File: config.mk
export PLATFORM = sky130hd
export DESIGN_NAME = morph_window_op
export DESIGN_NICKNAME = d
export VERILOG_FILES = /design/src/rtl/morph_window_op.sv
export SDC_FILE = /design/constraint.sdc
export NUM_CORES = 1
export LEC_CHECK = 0
export ABC_AREA = 1
export BUFFER_PORTS_ARGS = -buffer_cell sky130_fd_sc_hd__buf_2
export CAP_MARGIN = 20
export CELL_PAD_IN_SITES_DETAIL_PLACEMENT = 2
export CELL_PAD_IN_SITES_GLOBAL_PLACEMENT = 2
export CORE_ASPECT_RATIO = 0.9
export CORE_MARGIN = 2
export CORE_UTILIZATION = 33
export DETAILED_ROUTE_END_ITERATION = 8
export PLACE_DENSITY_LB_ADDON = 0.25
export SETUP_SLACK_MARGIN = 0.5
export SYNTH_ARGS = -nofsm -noshare
export SYNTH_HDL_FRONTEND = slang
export SYNTH_SLANG_ARGS = --single-unit
File: constraint.sdc
create_clock -name i_clk -period 3.4 [get_ports i_clk]
set_input_delay 0.68 -clock i_clk [delete_from_list [all_inputs] [get_ports i_clk]]
set_output_delay 0.68 -clock i_clk [all_outputs]
set_load 0.005 [all_outputs]
File: src/rtl/morph_window_op.sv
// rtl/morph_window_op.sv - binary morphology (dilate/erode/rank/bypass) on a KSIZE x KSIZE window
// Three-stage pipeline with frame-boundary config shadowing and a per-frame foreground counter.
module morph_window_op #(
    parameter int KSIZE = 3,
    parameter int CNT_W = 20,
    localparam int N    = KSIZE * KSIZE,
    localparam int CW   = $clog2(N + 1)
) (
    input  logic             i_clk,
    input  logic             i_rstn,
    input  logic [N-1:0]     i_pixel_data,
    input  logic             i_pixel_data_valid,
    input  logic             i_frame_start,
    input  logic             i_cfg_wr,
    input  logic [1:0]       i_cfg_mode,
    input  logic [N-1:0]     i_cfg_mask,
    input  logic [CW-1:0]    i_cfg_thresh,
    output logic             o_convolved_data,
    output logic             o_convolved_data_valid,
    output logic [CNT_W-1:0] o_frame_count,
    output logic             o_frame_count_valid,
    output logic             o_cfg_pending
);

    localparam int HALF = N / 2;
    localparam int CTR  = (N - 1) / 2;

    localparam logic [1:0] MODE_DILATE = 2'b00;
    localparam logic [1:0] MODE_ERODE  = 2'b01;
    localparam logic [1:0] MODE_RANK   = 2'b10;

    function automatic logic [CW-1:0] popcount_range(input logic [N-1:0] v, input int lo, input int hi);
        logic [CW-1:0] c;
        c = '0;
        for (int i = 0; i < N; i++) begin
            if (i >= lo && i < hi) c = c + CW'(v[i]);
        end
        return c;
    endfunction

    logic [1:0]    shadow_mode, active_mode;
    logic [N-1:0]  shadow_mask, active_mask;
    logic [CW-1:0] shadow_thresh, active_thresh;

    // A frame-start window consumes the shadow in the same cycle it is accepted.
    logic          apply;
    logic [1:0]    eff_mode;
    logic [N-1:0]  eff_mask;
    logic [CW-1:0] eff_thresh;

    always_comb begin
        apply      = i_pixel_data_valid & i_frame_start & o_cfg_pending;
        eff_mode   = apply ? shadow_mode   : active_mode;
        eff_mask   = apply ? shadow_mask   : active_mask;
        eff_thresh = apply ? shadow_thresh : active_thresh;
    end

    always_ff @(posedge i_clk or negedge i_rstn) begin
        if (!i_rstn) begin
            shadow_mode   <= MODE_DILATE;
            shadow_mask   <= '1;
            shadow_thresh <= CW'(1);
            active_mode   <= MODE_DILATE;
            active_mask   <= '1;
            active_thresh <= CW'(1);
            o_cfg_pending <= 1'b0;
        end else begin
            if (apply) begin
                active_mode   <= shadow_mode;
                active_mask   <= shadow_mask;
                active_thresh <= shadow_thresh;
            end
            if (i_cfg_wr) begin
                shadow_mode   <= i_cfg_mode;
                shadow_mask   <= i_cfg_mask;
                shadow_thresh <= i_cfg_thresh;
                o_cfg_pending <= 1'b1;
            end else if (apply) begin
                o_cfg_pending <= 1'b0;
            end
        end
    end

    logic          s1_valid, s1_fs, s1_centre;
    logic [N-1:0]  s1_m;
    logic [CW-1:0] s1_mcount, s1_thresh;
    logic [1:0]    s1_mode;

    always_ff @(posedge i_clk or negedge i_rstn) begin
        if (!i_rstn) begin
            s1_valid  <= 1'b0;
            s1_fs     <= 1'b0;
            s1_centre <= 1'b0;
            s1_m      <= '0;
            s1_mcount <= '0;
            s1_thresh <= '0;
            s1_mode   <= MODE_DILATE;
        end else begin
            s1_valid  <= i_pixel_data_valid;
            s1_fs     <= i_pixel_data_valid & i_frame_start;
            s1_centre <= i_pixel_data[CTR];
            s1_m      <= i_pixel_data & eff_mask;
            s1_mcount <= popcount_range(eff_mask, 0, N);
            s1_thresh <= eff_thresh;
            s1_mode   <= eff_mode;
        end
    end

    // Adder tree split into two registered levels: half sums, then the total.
    logic          s2a_valid, s2a_fs, s2a_centre;
    logic [CW-1:0] s2a_lo, s2a_hi, s2a_mcount, s2a_thresh;
    logic [1:0]    s2a_mode;

    always_ff @(posedge i_clk or negedge i_rstn) begin
        if (!i_rstn) begin
            s2a_valid  <= 1'b0;
            s2a_fs     <= 1'b0;
            s2a_centre <= 1'b0;
            s2a_lo     <= '0;
            s2a_hi     <= '0;
            s2a_mcount <= '0;
            s2a_thresh <= '0;
            s2a_mode   <= MODE_DILATE;
        end else begin
            s2a_valid  <= s1_valid;
            s2a_fs     <= s1_fs;
            s2a_centre <= s1_centre;
            s2a_lo     <= popcount_range(s1_m, 0, HALF);
            s2a_hi     <= popcount_range(s1_m, HALF, N);
            s2a_mcount <= s1_mcount;
            s2a_thresh <= s1_thresh;
            s2a_mode   <= s1_mode;
        end
    end

    logic          s2b_valid, s2b_fs, s2b_centre;
    logic [CW-1:0] s2b_pcount, s2b_mcount, s2b_thresh;
    logic [1:0]    s2b_mode;

    always_ff @(posedge i_clk or negedge i_rstn) begin
        if (!i_rstn) begin
            s2b_valid  <= 1'b0;
            s2b_fs     <= 1'b0;
            s2b_centre <= 1'b0;
            s2b_pcount <= '0;
            s2b_mcount <= '0;
            s2b_thresh <= '0;
            s2b_mode   <= MODE_DILATE;
        end else begin
            s2b_valid  <= s2a_valid;
            s2b_fs     <= s2a_fs;
            s2b_centre <= s2a_centre;
            s2b_pcount <= s2a_lo + s2a_hi;
            s2b_mcount <= s2a_mcount;
            s2b_thresh <= s2a_thresh;
            s2b_mode   <= s2a_mode;
        end
    end

    logic result;

    always_comb begin
        result = 1'b0;
        case (s2b_mode)
            MODE_DILATE: result = (s2b_pcount != '0);
            MODE_ERODE:  result = (s2b_pcount == s2b_mcount);
            MODE_RANK:   result = (s2b_pcount >= s2b_thresh);
            default:     result = s2b_centre;
        endcase
    end

    logic [CNT_W-1:0] acc;
    logic             frame_seen;

    always_ff @(posedge i_clk or negedge i_rstn) begin
        if (!i_rstn) begin
            o_convolved_data       <= 1'b0;
            o_convolved_data_valid <= 1'b0;
            o_frame_count          <= '0;
            o_frame_count_valid    <= 1'b0;
            acc                    <= '0;
            frame_seen             <= 1'b0;
        end else begin
            o_convolved_data       <= s2b_valid & result;
            o_convolved_data_valid <= s2b_valid;
            o_frame_count_valid    <= 1'b0;
            if (s2b_valid) begin
                if (s2b_fs) begin
                    // The frame-start pixel belongs to the new frame, not the reported one.
                    if (frame_seen) begin
                        o_frame_count       <= acc;
                        o_frame_count_valid <= 1'b1;
                    end
                    acc        <= CNT_W'(result);
                    frame_seen <= 1'b1;
                end else if (result && acc != '1) begin
                    acc <= acc + CNT_W'(1);
                end
            end
        end
    end

endmodule

After elaboration in Yosys (flattened, before gate mapping):

Index checks and enable logic that the tools add are counted.

* register bits: 133

* $add $sub $neg: 17
* order comparisons: 1
* equal/unequal tests: 4
* muxes and demuxes: 10
* bitwise logic cells: 4
* reductions and logical operators: 8

Operator list (number)
* 2-to-1 mux 20 bit: 2
* adder 4 x 1 -> 4 bit: 6
* adder 20 x 1 -> 20 bit, second input constant: 1
* inequality test 20 bit, second input constant: 1
* adder 3 x 1 -> 4 bit: 3
* adder 2 x 1 -> 3 bit: 3
* bitwise AND 9 bit: 1
* 2-to-1 mux 9 bit: 1
* adder 1 x 1 -> 2 bit: 3
* 2-to-1 mux 1 bit: 5
* adder 4 bit: 1
* == test 4 bit: 1
* greater-or-equal comparator 4 bit: 1
* 2-to-1 mux 4 bit: 1
* AND reduction 2 bit: 2
* nonzero test 2 bit: 2
* nonzero test 4 bit: 1
* bitwise AND 1 bit: 3
* one-hot mux 1 bit (3 select lines): 1
* AND reduction 3 bit: 1
* == test 2 x 1 -> 1 bit, second input constant: 1
* == test 2 bit, second input constant: 1
* logical NOT 2 bit: 1
* logical AND 1 bit: 1

Depth between registers and ports, before layout:

* depth in word-level cells: 11
* mapped depth: 15
* depth with buffers taken out: 14

Worst setup path after synthesis:

OpenSTA, ideal clock, no wires.

* kind: input to register
* start: input port i_pixel_data_valid
* end: register s1_mcount[1]
* setup time: 0.064 ns
* arrival: 3.786 ns
* setup slack: -0.450 ns
* cell stages on the path: 15
* cells stage by stage: nand2_1 nor2_1 inv_1 clkbuf_1 nand2_1 o21ai_0 fa_1 inv_1 fa_1 fa_1 inv_1 fa_1 inv_1 fa_1 inv_1

* cells in the longest elaborated chain, start to end: 11

RTL lines
* start, declared: line 12 `input logic i_pixel_data_valid,`
* bitwise AND 1 bit (2 in a row): line 52 `apply = i_pixel_data_valid & i_frame_start & o_cfg_pending;`
* 2-to-1 mux 9 bit
* via eff_mask[0]: line 48 `logic [N-1:0] eff_mask;`
* adder 1 x 1 -> 2 bit: line 36 `if (i >= lo && i < hi) c = c + CW'(v[i]);`
* adder 2 x 1 -> 3 bit: line 36
* adder 3 x 1 -> 4 bit: line 36
* adder 4 x 1 -> 4 bit (5 in a row): line 36
* end signal, assigned: line 103 `s1_mcount <= popcount_range(eff_mask, 0, N);`
* end, declared: line 86 `logic [CW-1:0] s1_mcount, s1_thresh;`

The timed path passes the listed nets, and every way through them passes these cells.
A chain may end at the register's enable or synchronous reset.

Worst setup path after layout:

* start: input port i_pixel_data_valid
* end: register s1_mcount[1]

* elaborated cells between the ends (all ways): 11
* classes of those cells: add/sub (8); mux (1); bitwise (2)

RTL lines (line)
* bitwise AND 1 bit (2 in a row): 52
* 2-to-1 mux 9 bit
* via eff_mask[3]: 48
* adder 3 x 1 -> 4 bit: 36
* adder 4 x 1 -> 4 bit (5 in a row): 36

The timed path passes the listed nets, and every way through them passes these cells.

==> flow_metrics.tcl <==
set metrics [dict create \
    status "finished, violations left" \
    violations "negative setup slack" \
    yosysTopAreaCell "dfrtp_1" \
    post-route-min-period_ps 3430 \
    dp_hpwl_um 10200 \
    rows 44 \
    grt_antenna_before_repair 0 \
    synth_top_area_share_pct 49.5 \
    synth_xor_area_share_pct 0.963 \
    path_class "in2reg" \
    io_pins 53 \
    first_iter_violations 192 \
    final_util_pct 41.5 \
    clkPwrFrac_pct 41.5 \
    grt_pass1_vias 4664 \
    drive_gt1_share_pct 22.6 \
    slew_viol_final 0 \
    cp-end-kind "flip-flop" \
    diodes 0 \
    ant_nets 0 \
    die_height_um 126 \
    die-area_um2 17600 \
    fin_tns_setup_ps -34.8 \
    drt-wirelength-per-cell_um 17.4 \
    synth_compound_area_share_pct 6.40 \
    die_x_um 140 \
    setup_ws_ps -34.8 \
    rsz0062_at_grt "true" \
    switchingPower_uw 1350 \
    clk_latency_ps 420 \
    setup_viol 1 \
    leakage_uw 0.00337 \
    portBuffers 52 \
    synth_seq_area_share_pct 59.1 \
    netSwitchingFraction_pct 28.6 \
    grt_max_degree 68 \
    grt_pass1_wl_um 25100 \
    core_area_um2 16200 \
    synth_nets 625 \
    vias 4042 \
    clock-root-buffer "clkbuf_16" \
    grt-ovfl-total 0 \
    netlist_area_um2 5460 \
    cp.arrival_ps 3790 \
    fillers 1755 \
    routabilityCongestion 0.803 \
    skew_ps 7.91 \
    dr.pass1.iters 4 \
    required_ps 3750 \
    vias_per_cell 4.69 \
    powerDensity_nw_per_um2 705 \
    grt.total_usage_pct 18.5 \
    whs_ps 224 \
    syn_inst 574 \
    drt_drc_violations_left 0 \
    wl_um 15000 \
    cts_sinks 128 \
    yosysMostFrequentCell "nand2_1" \
    nets 693 \
    fmax_mhz 291 \
    seqPwrFrac_pct 40.3 \
    synth-adder-area-share_pct 6.28 \
    yosysUniqueCellTypes 33 \
    dpl.cell_count 828 \
    tightestPinTransition_ps 887 \
    cts_tree "done" \
    hold_path.class "in2async" \
    ys_top_cells_by_count "nand2_1, dfrtp_1, inv_1" \
    cts-htree-levels 4 \
    start_util_pct 33.7 \
    pwr-share-comb_pct 18.2 \
    ys.flop_type "dfrtp_1" \
    synth_edf_count 0 \
    vdd_drop_max_mv 0.374 \
    clkSlewWorstSetupHoldPaths_ps 50 \
    synth_top_family_by_area "simple AND/OR/NAND/NOR gates" \
    synth_area_leaders "dfrtp_1, nand2_1, dfstp_2" \
    clockBufferDepth 2 \
    finalCritPeriodShare_pct 101 \
    hold_viol_final 0 \
    synth_warnings 0 \
    cp_max_fo 7 \
    ys_ff_latch 128 \
    intPower_uw 3380 \
    cts_made_buffers 17 \
    avgSynthCellArea_um2 9.51 \
    synthToLayoutAreaGrowth_pct 23.0 \
    maxCapViolCount 0 \
    start_kind "primary input" \
    yosys.area_share.simple_pct 20.0 \
    slew_headroom_pct 40.8 \
    stdcell_count 862 \
    synthMuxAreaShare_pct 0.206 \
    async_flop_share_pct 100 \
]
through the flow:
stage | instance area [um2] | setup slack [ps] | power (uW)
floorplan | 5510 | -172 | 2410
global placement | 6030 | -360 | 2640
detailed placement | 6030 | -483 | 2720
CTS | 6700 | -58.4 | 4770
global route | 6710 | -117 | 5000
finish | 6710 | -34.8 | 4730
path summary, 6_finish.rpt:
path / from / end / slack, ps / cells after the start
worst max-delay path: i_pixel_data_valid / s1_mcount[1]$_DFF_PN0_ / -30 / 15
worst min-delay path: i_rstn / o_frame_count[1]$_DFFE_PN0P_ / 220 / 1
worst max register to register: o_cfg_pending$_DFFE_PN0P_ / s1_mcount[1]$_DFF_PN0_ / 10 / 14
worst min register to register: s2a_thresh[2]$_DFF_PN0_ / s2b_thresh[2]$_DFF_PN0_ / 340 / 0
max in group asynchronous: i_rstn / shadow_mask[6]$_DFFE_PN1P_ / 2370 / 2
min in group i_clk: s2a_thresh[2]$_DFF_PN0_ / s2b_thresh[2]$_DFF_PN0_ / 340 / 0
metal layers:
layer / share of wire (%) / up-vias / track usage (%) / routed length (um)
met4: 1.1 / 0 / 5.29 / 158
met3: 2.8 / 14 / 3.84 / 418
met1: 49 / 2045 / 24.9 / 7340
met5: 0 / - / 0 / 0
met2: 47 / 68 / 30.6 / 7070
li1: - / 1915 / - / -
power groups by stage:
stage                     clock network [uW]  registers (uW)  logic (uW)
after floorplan                            0            1880         524
after global placement                     0            1910         726
after detailed placement                   0            1930         792
after CTS                               2000            1910         854
after global routing                    2060            1940         994
final                                   1960            1910         859
sequential cells by signal (all words and copies together), names as in the netlist, 2 cells and up:
signal	cells
s2b_thresh	4
s2b_mcount	4
s2a_lo	3
active_mask	9
s1_m	9
s2a_mcount	4
s1_mcount	4
s2a_hi	3
s2b_mode	2
shadow_mode	2
shadow_thresh	4
s1_mode	2
o_frame_count	20
acc	20
active_thresh	2
s1_thresh	3
shadow_mask	9
s2a_thresh	4
s2a_mode	2
s2b_pcount	4
layout make-up:
cell class	instances	area, um2	share of cell area (%)
sequential	128	3230	48.1
tap	207	259	3.86
inverter	79	299	4.46
timing repair buffer	65	378	5.63
clock buffer	20	457	6.80
clock inverter	12	184	2.74
multi-input combinational	351	1910	28.4
repair_timing:
action                     4_1_cts  5_1_grt
setup endpoints to repair        4        4
gates resized for setup          7        1
cloned                           0        0
hold buffers                     0        0
buffers inserted                 1        1
pin swaps                        2        1
cells by family (layout without fill, tap and decap cells):
family                   count (synthesis)  in the layout
buffers and inverters                   95            176
multiplexers                             1              1
XOR/XNOR                                 6              6
AND/OR/NAND/NOR                        254            254
adder cells (fa/ha/maj)                 22             22
AO/OA/AOI/OAI                           68             68
flip-flops                             128            128
placed cells by master (no fill, tap or decap), drive strengths merged, types with 4 or more instances in the layout:
| cell type | count |
|---|---|
| and2 | 5 |
| clkinvlp | 5 |
| inv | 79 |
| nand2 | 165 |
| xnor2 | 4 |
| o21ai | 53 |
| nor2 | 40 |
| clkbuf | 20 |
| fa | 9 |
| ha | 13 |
| bufinv | 4 |
| nand3 | 37 |
| dfrtp | 108 |
| dfstp | 20 |
| buf | 65 |
| a21oi | 11 |
worst max-delay path, stage by stage:
cell and delay, ps:
buf_4 120, nand2_8 50, nor2_4 150, inv_4 80, nand2_2 70, o21ai_2 70
fa_1 540, inv_1 50, fa_1 460, fa_1 530, inv_2 50, fa_2 360
inv_2 80, fa_2 410, inv_1 60
Power figures use the tool's default switching activity.
